### src/rtl/machine_mode_types_pkg.sv
// Shared machine-mode types for the privilege interface: privilege levels,
// the exception flag bitfield, its priority order and the driver FSM states.
package machine_mode_types_pkg;

  typedef logic [31:0] word_t;

  typedef enum logic [1:0] {
    U_MODE = 2'b00,
    S_MODE = 2'b01,
    H_MODE = 2'b10,
    M_MODE = 2'b11
  } prv_lvl_t;

  localparam int unsigned EXC_W = 9;

  typedef struct packed {
    logic fault_insn;
    logic mal_insn;
    logic illegal_insn;
    logic breakpoint;
    logic env_m;
    logic mal_l;
    logic mal_s;
    logic fault_l;
    logic fault_s;
  } exc_vec_t;

  // Bit positions within exc_vec_t, highest priority first.
  localparam logic [3:0] EXC_PRIO [EXC_W] = '{4'd8, 4'd7, 4'd6, 4'd5, 4'd4,
                                              4'd3, 4'd2, 4'd1, 4'd0};

  typedef enum logic [1:0] {
    S_IDLE,
    S_REPORT,
    S_FLUSH
  } ex_drv_state_t;

  function automatic exc_vec_t exc_pick(input exc_vec_t v);
    logic [EXC_W-1:0] raw;
    logic [EXC_W-1:0] sel;
    logic             found;
    raw   = v;
    sel   = '0;
    found = 1'b0;
    for (int unsigned p = 0; p < EXC_W; p++) begin
      if (!found && raw[EXC_PRIO[p]]) begin
        sel[EXC_PRIO[p]] = 1'b1;
        found            = 1'b1;
      end
    end
    return exc_vec_t'(sel);
  endfunction

endpackage

### src/rtl/irq_sync.sv
// Flop-chain synchronizer for an asynchronous interrupt line.
module irq_sync #(
  parameter int unsigned SYNC_STAGES = 2
) (
  input  logic clk,
  input  logic rst,
  input  logic d,
  output logic q
);

  logic [SYNC_STAGES-1:0] sh;

  always_ff @(posedge clk or posedge rst) begin
    if (rst) sh <= '0;
    else     sh <= {sh[SYNC_STAGES-2:0], d};
  end

  assign q = sh[SYNC_STAGES-1];

endmodule

### src/rtl/prv_ex_int_driver.sv
// Commit-stage driver for the privilege unit: reports the top-priority
// exception, pulses mret, forwards interrupts and flushes after a trap.
module prv_ex_int_driver
  import machine_mode_types_pkg::*;
#(
  parameter int unsigned SYNC_STAGES  = 2,
  parameter int unsigned FLUSH_CYCLES = 2,
  parameter int unsigned ACK_TIMEOUT  = 15
) (
  input  logic        CLK,
  input  logic        RST,
  input  logic        commit_valid,
  input  logic [31:0] commit_pc,
  input  logic [8:0]  exc_in,
  input  logic        mret_in,
  input  logic        timer_irq_a,
  input  logic        soft_irq,
  input  logic        ext_irq_a,
  input  logic        intr,
  input  logic [1:0]  intr_prv,
  output logic        fault_insn,
  output logic        mal_insn,
  output logic        illegal_insn,
  output logic        breakpoint,
  output logic        env_m,
  output logic        mal_l,
  output logic        mal_s,
  output logic        fault_l,
  output logic        fault_s,
  output logic [31:0] curr_epc,
  output logic [31:0] curr_epc_p4,
  output logic        timer_int,
  output logic        soft_int,
  output logic        ext_int,
  output logic [1:0]  timer_prv,
  output logic [1:0]  soft_prv,
  output logic [1:0]  ext_prv,
  output logic        ret,
  output logic [1:0]  prv_ret,
  output logic        commit_hold,
  output logic        pipe_flush,
  output logic        err_timeout
);

  localparam int unsigned TW = $clog2(ACK_TIMEOUT + 1);
  localparam int unsigned FW = $clog2(FLUSH_CYCLES + 1);
  localparam logic [TW-1:0] TO_LAST = TW'(ACK_TIMEOUT - 1);
  localparam logic [FW-1:0] FL_LAST = FW'(FLUSH_CYCLES - 1);

  ex_drv_state_t state;
  exc_vec_t      exc_q;
  logic [TW-1:0] to_cnt;
  logic [FW-1:0] fl_cnt;
  logic          soft_q;
  logic          exc_hit;
  logic          unused_intr_prv;

  assign unused_intr_prv = ^intr_prv;
  assign exc_hit         = commit_valid && (|exc_in);

  irq_sync #(.SYNC_STAGES(SYNC_STAGES)) u_timer_sync (
    .clk (CLK),
    .rst (RST),
    .d   (timer_irq_a),
    .q   (timer_int)
  );

  irq_sync #(.SYNC_STAGES(SYNC_STAGES)) u_ext_sync (
    .clk (CLK),
    .rst (RST),
    .d   (ext_irq_a),
    .q   (ext_int)
  );

  always_ff @(posedge CLK or posedge RST) begin
    if (RST) begin
      state       <= S_IDLE;
      exc_q       <= '0;
      curr_epc    <= '0;
      ret         <= 1'b0;
      commit_hold <= 1'b0;
      pipe_flush  <= 1'b0;
      err_timeout <= 1'b0;
      to_cnt      <= '0;
      fl_cnt      <= '0;
      soft_q      <= 1'b0;
    end else begin
      ret    <= 1'b0;
      soft_q <= soft_irq;
      case (state)
        S_IDLE: begin
          if (exc_hit) begin
            exc_q       <= exc_pick(exc_vec_t'(exc_in));
            curr_epc    <= commit_pc;
            to_cnt      <= '0;
            commit_hold <= 1'b1;
            state       <= S_REPORT;
          end else if (intr) begin
            // Interrupt-only trap: epc follows the commit slot only if it holds an insn.
            if (commit_valid) curr_epc <= commit_pc;
            fl_cnt      <= '0;
            pipe_flush  <= 1'b1;
            commit_hold <= 1'b1;
            state       <= S_FLUSH;
          end else if (commit_valid && mret_in) begin
            ret <= 1'b1;
          end
        end
        S_REPORT: begin
          if (intr) begin
            exc_q      <= '0;
            fl_cnt     <= '0;
            pipe_flush <= 1'b1;
            state      <= S_FLUSH;
          end else if (to_cnt == TO_LAST) begin
            err_timeout <= 1'b1;
            exc_q       <= '0;
            commit_hold <= 1'b0;
            state       <= S_IDLE;
          end else begin
            to_cnt <= to_cnt + 1'b1;
          end
        end
        S_FLUSH: begin
          if (fl_cnt == FL_LAST) begin
            pipe_flush  <= 1'b0;
            commit_hold <= 1'b0;
            state       <= S_IDLE;
          end else begin
            fl_cnt <= fl_cnt + 1'b1;
          end
        end
        default: state <= S_IDLE;
      endcase
    end
  end

  assign fault_insn   = exc_q.fault_insn;
  assign mal_insn     = exc_q.mal_insn;
  assign illegal_insn = exc_q.illegal_insn;
  assign breakpoint   = exc_q.breakpoint;
  assign env_m        = exc_q.env_m;
  assign mal_l        = exc_q.mal_l;
  assign mal_s        = exc_q.mal_s;
  assign fault_l      = exc_q.fault_l;
  assign fault_s      = exc_q.fault_s;

  assign curr_epc_p4 = curr_epc + 32'd4;
  assign soft_int    = soft_q;
  assign timer_prv   = M_MODE;
  assign soft_prv    = M_MODE;
  assign ext_prv     = M_MODE;
  assign prv_ret     = M_MODE;

endmodule

### config.mk
export PLATFORM = sky130hd
export DESIGN_NAME = prv_ex_int_driver
export DESIGN_NICKNAME = d
export VERILOG_FILES = /design/src/rtl/machine_mode_types_pkg.sv /design/src/rtl/irq_sync.sv /design/src/rtl/prv_ex_int_driver.sv
export SDC_FILE = /design/constraint.sdc
export NUM_CORES = 1
export LEC_CHECK = 0
export CAP_MARGIN = 0
export CORE_MARGIN = 4
export CORE_UTILIZATION = 34
export CTS_CLUSTER_DIAMETER = 50
export CTS_CLUSTER_SIZE = 25
export DETAILED_ROUTE_END_ITERATION = 8
export DONT_BUFFER_PORTS = 1
export GPL_ROUTABILITY_DRIVEN = 0
export SLEW_MARGIN = 30
export SYNTH_ARGS = -nofsm -noshare
export SYNTH_HDL_FRONTEND = slang
export SYNTH_SLANG_ARGS = --single-unit
### constraint.sdc
create_clock -name CLK -period 4.09 [get_ports CLK]
set_input_delay 0.409 -clock CLK [delete_from_list [all_inputs] [get_ports CLK]]
set_output_delay 0.409 -clock CLK [all_outputs]
set_load 0.05 [all_outputs]
* Word level (Yosys, flattened, before mapping)
Cells that the tools add are included.
** Cells by class
- Add/sub/neg operators :: 3
- Equality and inequality tests :: 13
- Muxes and demuxes :: 66
- Bitwise gates (word level) :: 1
- Reductions and logical operators :: 32
** Operators by type and width (number)
- $mux 32 :: 3
- $mux 1 :: 43
- $add 32x3->32 const B :: 1
- $mux 9 :: 3
- $pmux 9 s2 :: 1
- $reduce_and 3->1 :: 6
- $mux 2 :: 8
- $ne 2x2->1 const B :: 7
- $mux 4 :: 3
- $pmux 2 s3 :: 2
- $logic_and 1x1->1 :: 10
- $reduce_or 9->1 :: 1
- $logic_not 1->1 :: 8
- $pmux 4 s2 :: 1
- $ne 3x3->1 const B :: 2
- $pmux 1 s3 :: 2
- $reduce_bool 2->1 :: 3
- $reduce_and 5->1 :: 1
- $add 4x1->4 const B :: 1
- $eq 2x1->1 const B :: 2
- $eq 4x4->1 const B :: 1
- $reduce_and 4->1 :: 1
- $reduce_bool 3->1 :: 1
- $add 2x1->2 const B :: 1
- 3 further kinds :: 3
** Storage, ports and cells
- Register bits :: 58
- Bits of input ports :: 51
- Output and inout port bits :: 88

* Logic depth before layout (Yosys ltp)
Gate-level depths: netlist of the first run.
- Depth after elaboration :: 44
- Mapped depth :: 7

* Hierarchy
A second synthesis of the first run with hierarchy kept.
** Second synthesis, totals
- Cell total of the unflattened synthesis :: 306
- Area, all modules :: 3285.7 um^2
** By module, submodules not included
- prv_ex_int_driver :: instances 1, cells an instance 300, area an instance 3178.0 um^2, sequential area each 1351.3 um^2
- irq_sync :: instances 2, cells an instance 3, area an instance 53.8 um^2, sequential area each 50.0 um^2

* Worst setup path before layout of the first run
No wires, ideal clock.
- Path type :: register -> output
- Start :: register curr_epc[2]
- End :: output port curr_epc_p4[18]
- Data arrival time :: 2.623 ns
- Setup slack :: 1.058 ns
- Stages on the path, launching flop included :: 7
- Buffers on the path :: 1
- Cells stage by stage :: dfrtp_1 > ha_1 > and4_1 > clkbuf_1 > and3_1 > nand4_1 > xnor2_1
** On the way
- Word-level cells in the longest chain between the ends :: 1
** RTL lines
- start: declaration :: line prv_ex_int_driver.sv:30 : output logic [31:0] curr_epc,
- start signal: assignment :: line prv_ex_int_driver.sv:94 : curr_epc <= commit_pc;
- start signal: assignment :: line prv_ex_int_driver.sv:100 : if (commit_valid) curr_epc <= commit_pc;
- $add 32x3->32 :: line prv_ex_int_driver.sv:148 : assign curr_epc_p4 = curr_epc + 32'd4;
- end: declaration :: line prv_ex_int_driver.sv:31 : output logic [31:0] curr_epc_p4,
No other way between the ends.

* Worst setup path in the final report of the first run
- Start :: register curr_epc[2]
- End :: output port curr_epc_p4[14]
The elaborated chain is that of the path after synthesis.

==> impl_results.md, run 1 <==
- Status: finished, final reports clean
- CTS Hold Bufs: 0
- Total wire length: 7832 µm
- First-pass GRT wire length: 12,410 µm
- Antenna cells: 0
- Kind of critical path: flop to output pin
- Synth-to-layout area growth: 14.72%
- CP max stage cell: dfrtp_1
- Synth area leader: dfrtp_1
- Worst R2R Start: state[1]
- # Post-CTS Setup Buffers: 0
- Fillers: 926
- Post-DRT Antenna Nets: 0
- Post_cts resized: 0
- Drt pass-1 iters: 4
- Reg clk slew, reported paths: 0.07 ns
- Clock root cell: clkbuf_8
- Clock skew: 0.006407 ns
- Vias/cell: 5.287
- I/O Buffers: 0
- Row count: 35
- Crit-path cells: ha_1, and4_1, and3_1, nand3_1, xnor2_1, buf_4
- Top post-synthesis cells by area: dfrtp_1 44%, mux2_2 14%, xnor2_1 6.3%
- Die span in y: 106.8 µm
- Die area: 11,400 µm²
- Worst path max stage delay: 0.72 ns
- Cell Count, Final, Fillers Out: 449
- Core Box Area: 9371 µm²
- Sequential area share after synthesis: 43.77%
- Placed cells: 433
- Max-slew headroom: 32.71%
- CP startpoint kind: flop
- Ports: 139
- Minimum clock period: 3.146 ns
- Yosys reg bits: 58
- Clock net sink count: 58
- Clock buffer depth: 2
- Total grt overflow: 0
- Worst path bufs/invs: 1
- Most used DFF post-synth: dfrtp_1
- Maxcap violations: 0
- Post-DP HPWL: 5843 µm
- Final TNS setup: 0 ns
- Worst-margin pin slew: 1.006 ns
- Worst-Skew Late Latency: 0.33 ns
- Ys Warns: 0
- Final setup vio count: 0
- Synthesized area per cell: 11.24 µm²
- Worst EP arrival: 2.74 ns
- CTS tree: done
- Crit-path leading delay family: simple AND/OR/NAND/NOR gates
- Initial Utilization: 35.38%
- Cell Area, Synth: 3316 µm²
- Initial drt markers: 75
- H-tree depth: 3
- Routed WL per cell: 17.44 µm
- DRC Markers: 0
- GRT Overall Usage: 13.77%
- Hold WC Path Type: input port to async pin
- Unrepaired setup endpoints after global routing: no
- Mapped Cells: 295
- Count leader, synth: dfrtp_1
- Final Cycle Share: 76.93%
- Layout cell share with drive strength beyond 1: 31.25%
- Synth unique cells: 53
- Worst Path Required: 3.68 ns
- Fin util: 40.59%
- Chip width: 106.8 µm
- Peak Freq: 0.3178 GHz
- Ys async rst share: 100.0%
- Final Hold Viols: 0
- CTS Buf Count: 9
- Via count: 2,374
- Largest net degree at the start of global routing: 33
- Yosys top cell area share: 43.77%
- Origin of the worst setup path: curr_epc[2]
- Initial antenna violation count: 0
- Crit. End Element: output pin
- Number of enable flip-flop cells after synthesis: 0
- Max-slew violations: 0
- Final nets: 375
- Vias in the first global route: 2,341
- Top cells by count, synth: 58 x dfrtp_1, 41 x mux2_2, 24 x xnor2_1
- Crit-path max FO: 9
==> cell families (layout without fill, tap and decap cells) <==
logic type,after synthesis,after routing,synth area share [%]
compound gates,29,29,7.434
xor+xnor,28,28,7.396
fa+ha+maj,8,8,3.019
buf+inv,32,50,5.849
flops,58,58,43.77
mux,44,44,14.83
other cells,1,8,0.1131
simple gates,95,95,17.59
==> worst paths after layout <==
check	end	slack, ns	cells after the start
worst max-delay path	curr_epc_p4[14]	0.94	6
worst max register to register	mal_l	1.87	6
worst min register to register	u_ext_sync.sh[1]	0.35	0
min in group CLK	u_timer_sync.sh[0]	0.11	0
worst min-delay path	curr_epc[22]	0.04	1
max in group asynchronous	fault_l	3.19	2
==> sequential cells by signal, summed over array words and instances, names as in the netlist, 2 cells and up <==
signal / cells
state: 2
u_ext_sync.sh: 2
u_timer_sync.sh: 2
to_cnt: 4
fl_cnt: 2
curr_epc: 32
==> placed cells by master, fill, tap and decap left out, drive strengths merged, types with 3 or more instances in the layout <==
cell and n:
buf 24, nand2 17, nor4b 3, and4 6, nand4 10, o211ai 4, or4 4, o21ai 4
and3 8, nand2b 3, clkbuf 14, inv 11, xor2 4, nor2 6, xnor2 24, ha 8
nor3 6, dfrtp 58, a31o 3, nand4b 3, a21oi 3, nor3b 5, mux2i 3, conb 8
and2 3, nand3 12, mux2 41
==> cell type report <==
class,instances,area [µm²],area share [%]
Clock buffer,14,192.7,5.066
Clock inverter,1,30.03,0.7895
Inverter,11,41.29,1.086
Multi-Input combinational cell,212,1727,45.39
Sequential cell,58,1451,38.16
Tap cell,129,161.4,4.243
Timing Repair Buffer,24,200.2,5.263
==> layer usage <==
metal | vias to the layer above | GRT usage (%) | part of all wire [%]
li1 | 1092 | - | -
met1 | 1158 | 15.68 | 40
met2 | 117 | 23.02 | 49
met3 | 7 | 6.803 | 10
met4 | 0 | 3.562 | 0.84
met5 | - | 0 | 0
==> per-stage QoR <==
step                instance area, µm²  hold slack, ns  setup WS, ns
CTS                               3776         0.05542        0.8971
global route                      3804         0.05839        0.7495
global placement                  3531          0.3320         1.341
finish                            3804         0.03995        0.9437
floorplan                         3342          0.3312         1.058
detailed placement                3553          0.3347         1.279
==> worst reg2reg max path: stages, from the launching register on <==
cell,delay (ns)
dfrtp_1,0.42
inv_1,0.10
ha_1,0.41
nand2_1,0.19
a31oi_2,0.41
o21ai_2,0.25
mux2_2,0.33
Power of run 1 is left out: the tool's default activity adds up to more than one toggle a clock period on the data nets, which glitch-free logic cannot reach.
==> run 2: changes to the inputs <==
ABC_AREA = 1   (was default)
clock period = 2.91 ns   (was 4.09 ns; I/O delays follow)
==> run 2 against run 1 <==
Clock skew is 0.0051 ns higher; flip-flop and latch count stayed put; synthesized cell count is 53% higher; critical endpoint is now curr_epc_p4[31]; non-clock buffer count is 34 higher; final cell count is 44% higher; setup slack worse by 0.44 ns; worst hold slack better by 0.039 ns; global-route usage is 2.9 points higher; via count is 29% higher; clock-buffer cell count is 4 lower; design area is 11% higher.
==> impl_results.md, run 2 <==
- Die area: 12,110 µm² (was 11,400 µm²)
- Synth unique cells: 32 (was 53)
- I/O Buffers: 0 (unchanged)
- Hold WC Path Type: input port to flop (was input port to async pin)
- GRT Overall Usage: 16.63% (was 13.77%)
- Biggest regs: curr_epc: 32 flops, to_cnt: 4 flops (unchanged)
- Max-slew violations: 0 (unchanged)
- Ys Warns: 0 (unchanged)
- Clock buffer depth: 2 (unchanged)
- Worst EP arrival: 2.12 ns (was 2.74 ns)
- Ports: 139 (unchanged)
- Vias in the first global route: 3,141 (was 2,341)
- Final setup vio count: 0 (unchanged)
- Peak Freq: 0.4153 GHz
- First-pass GRT wire length: 15,480 µm (was 12,410 µm)
- CTS Buf Count: 9 (unchanged)
- Largest Register: curr_epc (unchanged)
- PwrDens: 1419 nW/µm²
- Synth-to-layout area growth: 18.83% (was 14.72%)
- Total Power: 5.969 mW
- Sequential area share after synthesis: 40.99% (was 43.77%)
- Layout cell share with drive strength beyond 1: 23.05% (was 31.25%)
- Initial drt markers: 122 (was 75)
- Ys async rst share: 100.0% (unchanged)
- Most used DFF post-synth: dfrtp_1 (unchanged)
- Final TNS setup: 0 ns (unchanged)
- Antenna cells: 0 (unchanged)
- Unrepaired setup endpoints after global routing: no (unchanged)
- Chip width: 110.1 µm (was 106.8 µm)
- Top cells by count, synth: 121 x nand2_1, 58 x dfrtp_1, 50 x nor2_1 (was 58 x dfrtp_1, 41 x mux2_2, 24 x xnor2_1)
- Initial Utilization: 35.57% (was 35.38%)
- H-tree depth: 3 (unchanged)
- Yosys top cell area share: 40.99% (was 43.77%)
- Total grt overflow: 0 (unchanged)
- DRC Markers: 0 (unchanged)
- Count leader, synth: nand2_1 (was dfrtp_1)
- CTS tree: done (unchanged)
- Cell Area, Synth: 3541 µm² (was 3316 µm²)
- Most frequent cells in the layout: 121 x nand2_1, 58 x dfrtp_1, 54 x buf_4 (was 58 x dfrtp_1, 41 x mux2_2, 23 x buf_4)
- Top post-synthesis cells by area: dfrtp_1 41%, nand2_1 13%, nand3_1 5.9% (was dfrtp_1 44%, mux2_2 14%, xnor2_1 6.3%)
- Crit. End Element: output pin (unchanged)
- Total wire length: 9757 µm (was 7832 µm)
- Worst-margin pin slew: 0.9326 ns (was 1.006 ns)
- Max reg flops: 32 (unchanged)
- Reg clk slew, reported paths: 0.08 ns (was 0.07 ns)
- Row count: 36 (was 35)
- Drt pass-1 iters: 4 (unchanged)
- Largest net degree at the start of global routing: 52 (was 33)
- Max-slew headroom: 37.82% (was 32.71%)
- Maxcap violations: 0 (unchanged)
- Final nets: 566 (was 375)
- Crit-path max FO: 3 (was 9)
- Status: finished, final reports clean (unchanged)
- Die span in y: 110.1 µm (was 106.8 µm)
- Initial antenna violation count: 0 (unchanged)
- Worst Path Required: 2.62 ns (was 3.68 ns)
- Most common cell after layout, fill and taps aside: nand2_1 (was dfrtp_1)
- Routed WL per cell: 15.13 µm (was 17.44 µm)
- Kind of critical path: flop to output pin (unchanged)
- Yosys reg bits: 58 (unchanged)
- Synthesized area per cell: 7.851 µm² (was 11.24 µm²)
- Mapped Cells: 451 (was 295)
- Static leakage: 2.143 nW
- Minimum clock period: 2.408 ns
- Via count: 3,059 (was 2,374)
- Post-DP HPWL: 7764 µm (was 5843 µm)
- Number of enable flip-flop cells after synthesis: 0 (unchanged)
- CP startpoint kind: flop (unchanged)
- Core Box Area: 9955 µm² (was 9371 µm²)
- Vias/cell: 4.743 (was 5.287)
- Maximum VDD drop: 631.1 µV
- Final Hold Viols: 0 (unchanged)
- Final Cycle Share: 82.74%
- Clock root cell: clkbuf_8 (unchanged)
- Post-DRT Antenna Nets: 0 (unchanged)
- Clock net sink count: 58 (unchanged)
- Clock skew: 0.01150 ns (was 0.006407 ns)
- Worst-Skew Late Latency: 0.35 ns (was 0.33 ns)
- Synth area leader: dfrtp_1 (unchanged)
[run 2: cell types whose count changed after synthesis, moves of 6 or more]
cell	change
nand3_1	+30
nor2_1	+44
xor2_1	+18
xnor2_1	-19
and4_1	-6
inv_1	+35
and3_1	-8
mux2_2	-41
a21oi_2	+18
nand2_1	+104
[run 2: critical path: stages (launching register included)]
cell     delay [ns]
dfrtp_1        0.63
inv_1          0.21
nor3_1         0.23
nand2_1        0.09
nor2_1         0.13
nand2_1        0.10
xnor2_1        0.15
buf_4          0.22
[run 2: cell families (layout without fill, tap and decap cells)]
group	count (synthesis)	count (layout)	synth area share [%]
xor+xnor	27	27	6.678
compound gates	27	27	6.113
buf+inv	72	126	10.00
fa+ha+maj	8	8	2.827
other cells	1	8	0.1059
simple gates	258	258	33.29
flops	58	58	40.99
[run 2: final cells by class]
type                    count  area, µm²
multi-input cells         328       1762
fillers                  1022       5747
inverters                  52      197.7
clock buffers              10      127.6
clock inverters             6      57.56
flip-flops and latches     58       1451
repair buffers             58      445.4
well taps                 133      166.4
[run 2: report_power, final]
group	leakage (nW)	total, mW	internal, mW	switching, mW
combinational	1.34	3.65	0.942	2.70
clock	0.0958	0.730	0.389	0.341
sequential	0.709	1.59	1.09	0.507
[run 2: through the flow]
stage | setup WS [ns] | area, µm² | util [%] | hold slack [ns] | cells
5_1_grt | 0.3151 | 4208 | 42.27 | 0.06162 | 645
3_3_place_gp | 0.8681 | 3981 | 40.00 | 0.3225 | 625
4_1_cts | 0.4803 | 4197 | 42.16 | 0.04141 | 644
3_5_place_dp | 0.8508 | 3981 | 40.00 | 0.3225 | 625
6_report | 0.5022 | 4208 | 42.27 | 0.07933 | 645
2_1_floorplan | 0.4469 | 3567 | - | 0.3224 | 458
[run 2: path summary, 6_finish.rpt]
| kind | startpoint | endpoint | slack, ns | cells past startpoint |
|---|---|---|---|---|
| worst max-delay path | curr_epc[30] | curr_epc_p4[31] | 0.50 | 7 |
| worst min-delay path | commit_pc[7] | curr_epc[7] | 0.08 | 2 |
| worst max register to register | state[0] | curr_epc[25] | 0.84 | 7 |
| worst min register to register | u_ext_sync.sh[0] | u_ext_sync.sh[1] | 0.35 | 0 |
| max in group asynchronous | RST | state[1] | 1.68 | 3 |
| min in group asynchronous | RST | curr_epc[7] | 0.49 | 2 |
[run 2: per-layer routing]
| layer | share of wire [%] | track usage [%] | up-vias |
|---|---|---|---|
| met4 | 1.9 | 5.343 | 0 |
| met2 | 46 | 27.82 | 121 |
| li1 | - | - | 1514 |
| met3 | 11 | 7.047 | 15 |
| met1 | 40 | 19.19 | 1409 |
| met5 | 0 | 0 | - |
[run 2: what timing repair did]
action,CTS,global route
gates resized for setup,0,0
hold buffers,3,1
buffers inserted,0,0
hold endpoints to repair,3,37
(Power assumes the default switching activity.)
==> run 3: changes to the inputs <==
clock period = 1.95 ns   (was 2.91 ns; I/O delays follow)
==> run 3 against run 2 <==
The flow now finishes with violations (setup timing); highest routed layer unchanged; sequential share of layout area fell by 8.6 points; clock-buffer cell count up 2; clock power rose by 59%; flip-flop and latch count unchanged; critical endpoint is now curr_epc_p4[21].
==> impl_results.md, run 3 (same netlist as run 2, synthesis figures left out) <==
- Hold WC Path Type: input port to flop (unchanged)
- Kind of critical path: flop to output pin (unchanged)
- Core Box Area: 9955 µm² (unchanged)
- Total wire length: 11,110 µm (was 9757 µm)
- HP Start: commit_pc[26] (was commit_pc[7])
- Crit-path max FO: 3 (unchanged)
- Peak Freq: 0.4922 GHz
- Clock net sink count: 58 (unchanged)
- Final Hold Viols: 0 (unchanged)
- Combinational share of power: 68.4% (was 61.1%)
- Reg2reg setup slack: 0.22 ns (was 0.84 ns)
- Register share of total power: 21.0% (was 26.7%)
- Worst EP arrival: 1.84 ns (was 2.12 ns)
- Worst-margin pin slew: 0.5646 ns (was 0.9326 ns)
- Hold path endpoint: curr_epc[26] (was curr_epc[7])
- RR Endpoint: mal_s (was curr_epc[25])
- Unrepaired setup endpoints after global routing: yes (was no)
- Crit-path cells: buf_6, nand2_4, nor2_4, nand4_1, nor2_4, buf_6, xor2_4, buf_12 (was inv_1, nor3_1, nand2_1, nor2_1, nand2_1, xnor2_1, buf_4)
- Crit. End Element: output pin (unchanged)
- Worst-Skew Late Latency: 0.34 ns (was 0.35 ns)
- Vias/cell: 4.772 (was 4.743)
- Fin area: 5682 µm² (was 4208 µm²)
- Chip width: 110.1 µm (unchanged)
- Reg clk slew, reported paths: 0.07 ns (was 0.08 ns)
- H-tree depth: 3 (unchanged)
- GRT Overall Usage: 18.73% (was 16.63%)
- Worst R2R Start: state[1] (was state[0])
- Worst Path Required: 1.75 ns (was 2.62 ns)
- Static leakage: 2.701 nW (was 2.143 nW)
- Synth-to-layout area growth: 60.46% (was 18.83%)
- Largest net degree at the start of global routing: 52 (unchanged)
- Global routing's busiest layer: met2 (unchanged)
- CTS Buf Count: 9 (unchanged)
- Post-DRT Antenna Nets: 0 (unchanged)
- Met1 usage: 20.02% (was 19.19%)
- CTS tree: done (unchanged)
- Most frequent cells in the layout: 99 x nand2_1, 62 x buf_4, 41 x dfrtp_1 (was 121 x nand2_1, 58 x dfrtp_1, 54 x buf_4)
- Post-DP HPWL: 8146 µm (was 7764 µm)
- Initial drt markers: 129 (was 122)
- Die span in y: 110.1 µm (unchanged)
- DRC Markers: 0 (unchanged)
- Worst R2R Path Depth: 8 (was 7)
- CP startpoint kind: flop (unchanged)
- Clock skew: 0.005445 ns (was 0.01150 ns)
- Worst path max stage delay: 0.41 ns (was 0.63 ns)
- Drt pass-1 iters: 4 (unchanged)
- CP max stage cell: dfrtp_2 (was dfrtp_1)
- Sw Share: 54.81% (was 59.50%)
- Clock power share: 10.6% (was 12.2%)
- Minimum clock period: 2.032 ns
- Largest Register: curr_epc (unchanged)
- GRT met3 Usage: 5.999% (was 7.047%)
- I/O Buffers: 0 (unchanged)
- Routed WL per cell: 15.67 µm (was 15.13 µm)
- Worst path bufs/invs: 3 (was 2)
- Worst hold stages: 2 (unchanged)
- Max-slew headroom: 62.30% (was 37.82%)
- Die area: 12,110 µm² (unchanged)
- Initial Utilization: 35.57% (unchanged)
- Status: finished, violations left (was finished, final reports clean)
- Initial antenna violation count: 0 (unchanged)
- Maximum VDD drop: 907.2 µV (was 631.1 µV)
- Vias in the first global route: 3,514 (was 3,141)
- Layout cell share with drive strength beyond 1: 43.06% (was 23.05%)
- Routing usage on met2: 34.79% (was 27.82%)
- P_int: 4.974 mW (was 2.418 mW)
- Biggest regs: curr_epc: 32 flops, to_cnt: 4 flops (unchanged)
- Clock root cell: clkbuf_8 (unchanged)
- Final setup vio count: 11 (was 0)
- Total grt overflow: 0 (unchanged)
- Ports: 139 (unchanged)
- Clock buffer depth: 2 (unchanged)
- Max-slew violations: 0 (unchanged)
- Most common cell after layout, fill and taps aside: nand2_1 (unchanged)
- Via count: 3,383 (was 3,059)
- Failing checks: setup timing
- PwrDens: 1937 nW/µm² (was 1419 nW/µm²)
- Maxcap violations: 0 (unchanged)
- Row count: 36 (unchanged)
- Fillers: 829 (was 1,022)
- Final nets: 630 (was 566)
- Final Cycle Share: 104.2%
- Post-DP Area: 4622 µm² (was 3981 µm²)
- Fin util: 57.08% (was 42.27%)
- Crit-path leading delay family: simple AND/OR/NAND/NOR gates (was flip-flops)
- Antenna cells: 0 (unchanged)
- NetSw: 6.034 mW (was 3.551 mW)
- Max reg flops: 32 (unchanged)
- First-pass GRT wire length: 17,320 µm (was 15,480 µm)
- Final worst setup slack: -0.08175 ns (was 0.5022 ns)
## run 3: changes by cell type in the layout (fill, tap and decap cells not counted), sizes merged
| cell | change |
|---|---|
| clkinv | -4 |
| dlygate4sd3 | +27 |
| clkbuf | +2 |
| clkinvlp | +2 |
| buf | +37 |
## run 3: per-stage QoR
| step | worst slack [ns] | setup TNS [ns] | power [mW] | hold slack [ns] | cells |
|---|---|---|---|---|---|
| floorplan | -0.05006 | -0.1865 | 6.772 | 0.2264 | 458 |
| global placement | 0.2087 | 0 | 8.926 | 0.1703 | 641 |
| detailed placement | 0.1701 | 0 | 9.029 | 0.1714 | 641 |
| CTS | -0.05099 | -0.2641 | 10.67 | 0.001210 | 700 |
| global route | -0.1761 | -2.101 | 11.58 | 0.01068 | 709 |
| finish | -0.08175 | -0.4028 | 11.01 | 0.01532 | 709 |
## run 3: area by class of cell
class,count,area [µm²],area share (%)
tap,133,166.4,2.929
timing repair buffer,122,1304,22.95
sequential,58,1473,25.92
clock buffer,12,155.1,2.731
inverter,52,200.2,3.523
clock inverter,4,50.05,0.8809
multi-input combinational,328,2333,41.07
## run 3: what timing repair did
| action | 4_1_cts | 5_1_grt |
|---|---|---|
| buffers inserted | 12 | 9 |
| gates cloned | 0 | 0 |
| pin swaps | 20 | 18 |
| endpoints found under the hold margin | 54 | 0 |
| gates resized for setup | 55 | 43 |
| setup endpoints to repair | 18 | 32 |
| hold buffers | 31 | 0 |
## run 3: worst max-delay path by stage
stage	slack, ns	startpoint	to	cells past startpoint
4_1_cts	-0.05	curr_epc[16]	curr_epc_p4[25]	8
5_1_grt	-0.18	curr_epc[16]	curr_epc_p4[21]	8
6_report	-0.08	curr_epc[16]	curr_epc_p4[21]	8
3_5_place_dp	0.17	state[1]	mal_s	8
3_3_place_gp	0.21	curr_epc[14]	curr_epc_p4[25]	7
2_1_floorplan	-0.05	curr_epc[3]	curr_epc_p4[18]	6
## run 3: routing by layer
layer | up-vias | part of all wire (%)
li1 | 1633 | -
met2 | 115 | 55
met5 | - | 0
met4 | 0 | 1.5
met3 | 14 | 8.3
met1 | 1621 | 35
## run 3: power by group through the flow
| stage | clock, mW | sequential, mW | combinational, mW |
|---|---|---|---|
| detailed placement | 0 | 2.28 | 6.75 |
| global placement | 0 | 2.26 | 6.66 |
| finish | 1.16 | 2.31 | 7.53 |
| floorplan | 0 | 3.42 | 3.35 |
| CTS | 1.20 | 2.26 | 7.20 |
| global route | 1.25 | 2.37 | 7.97 |
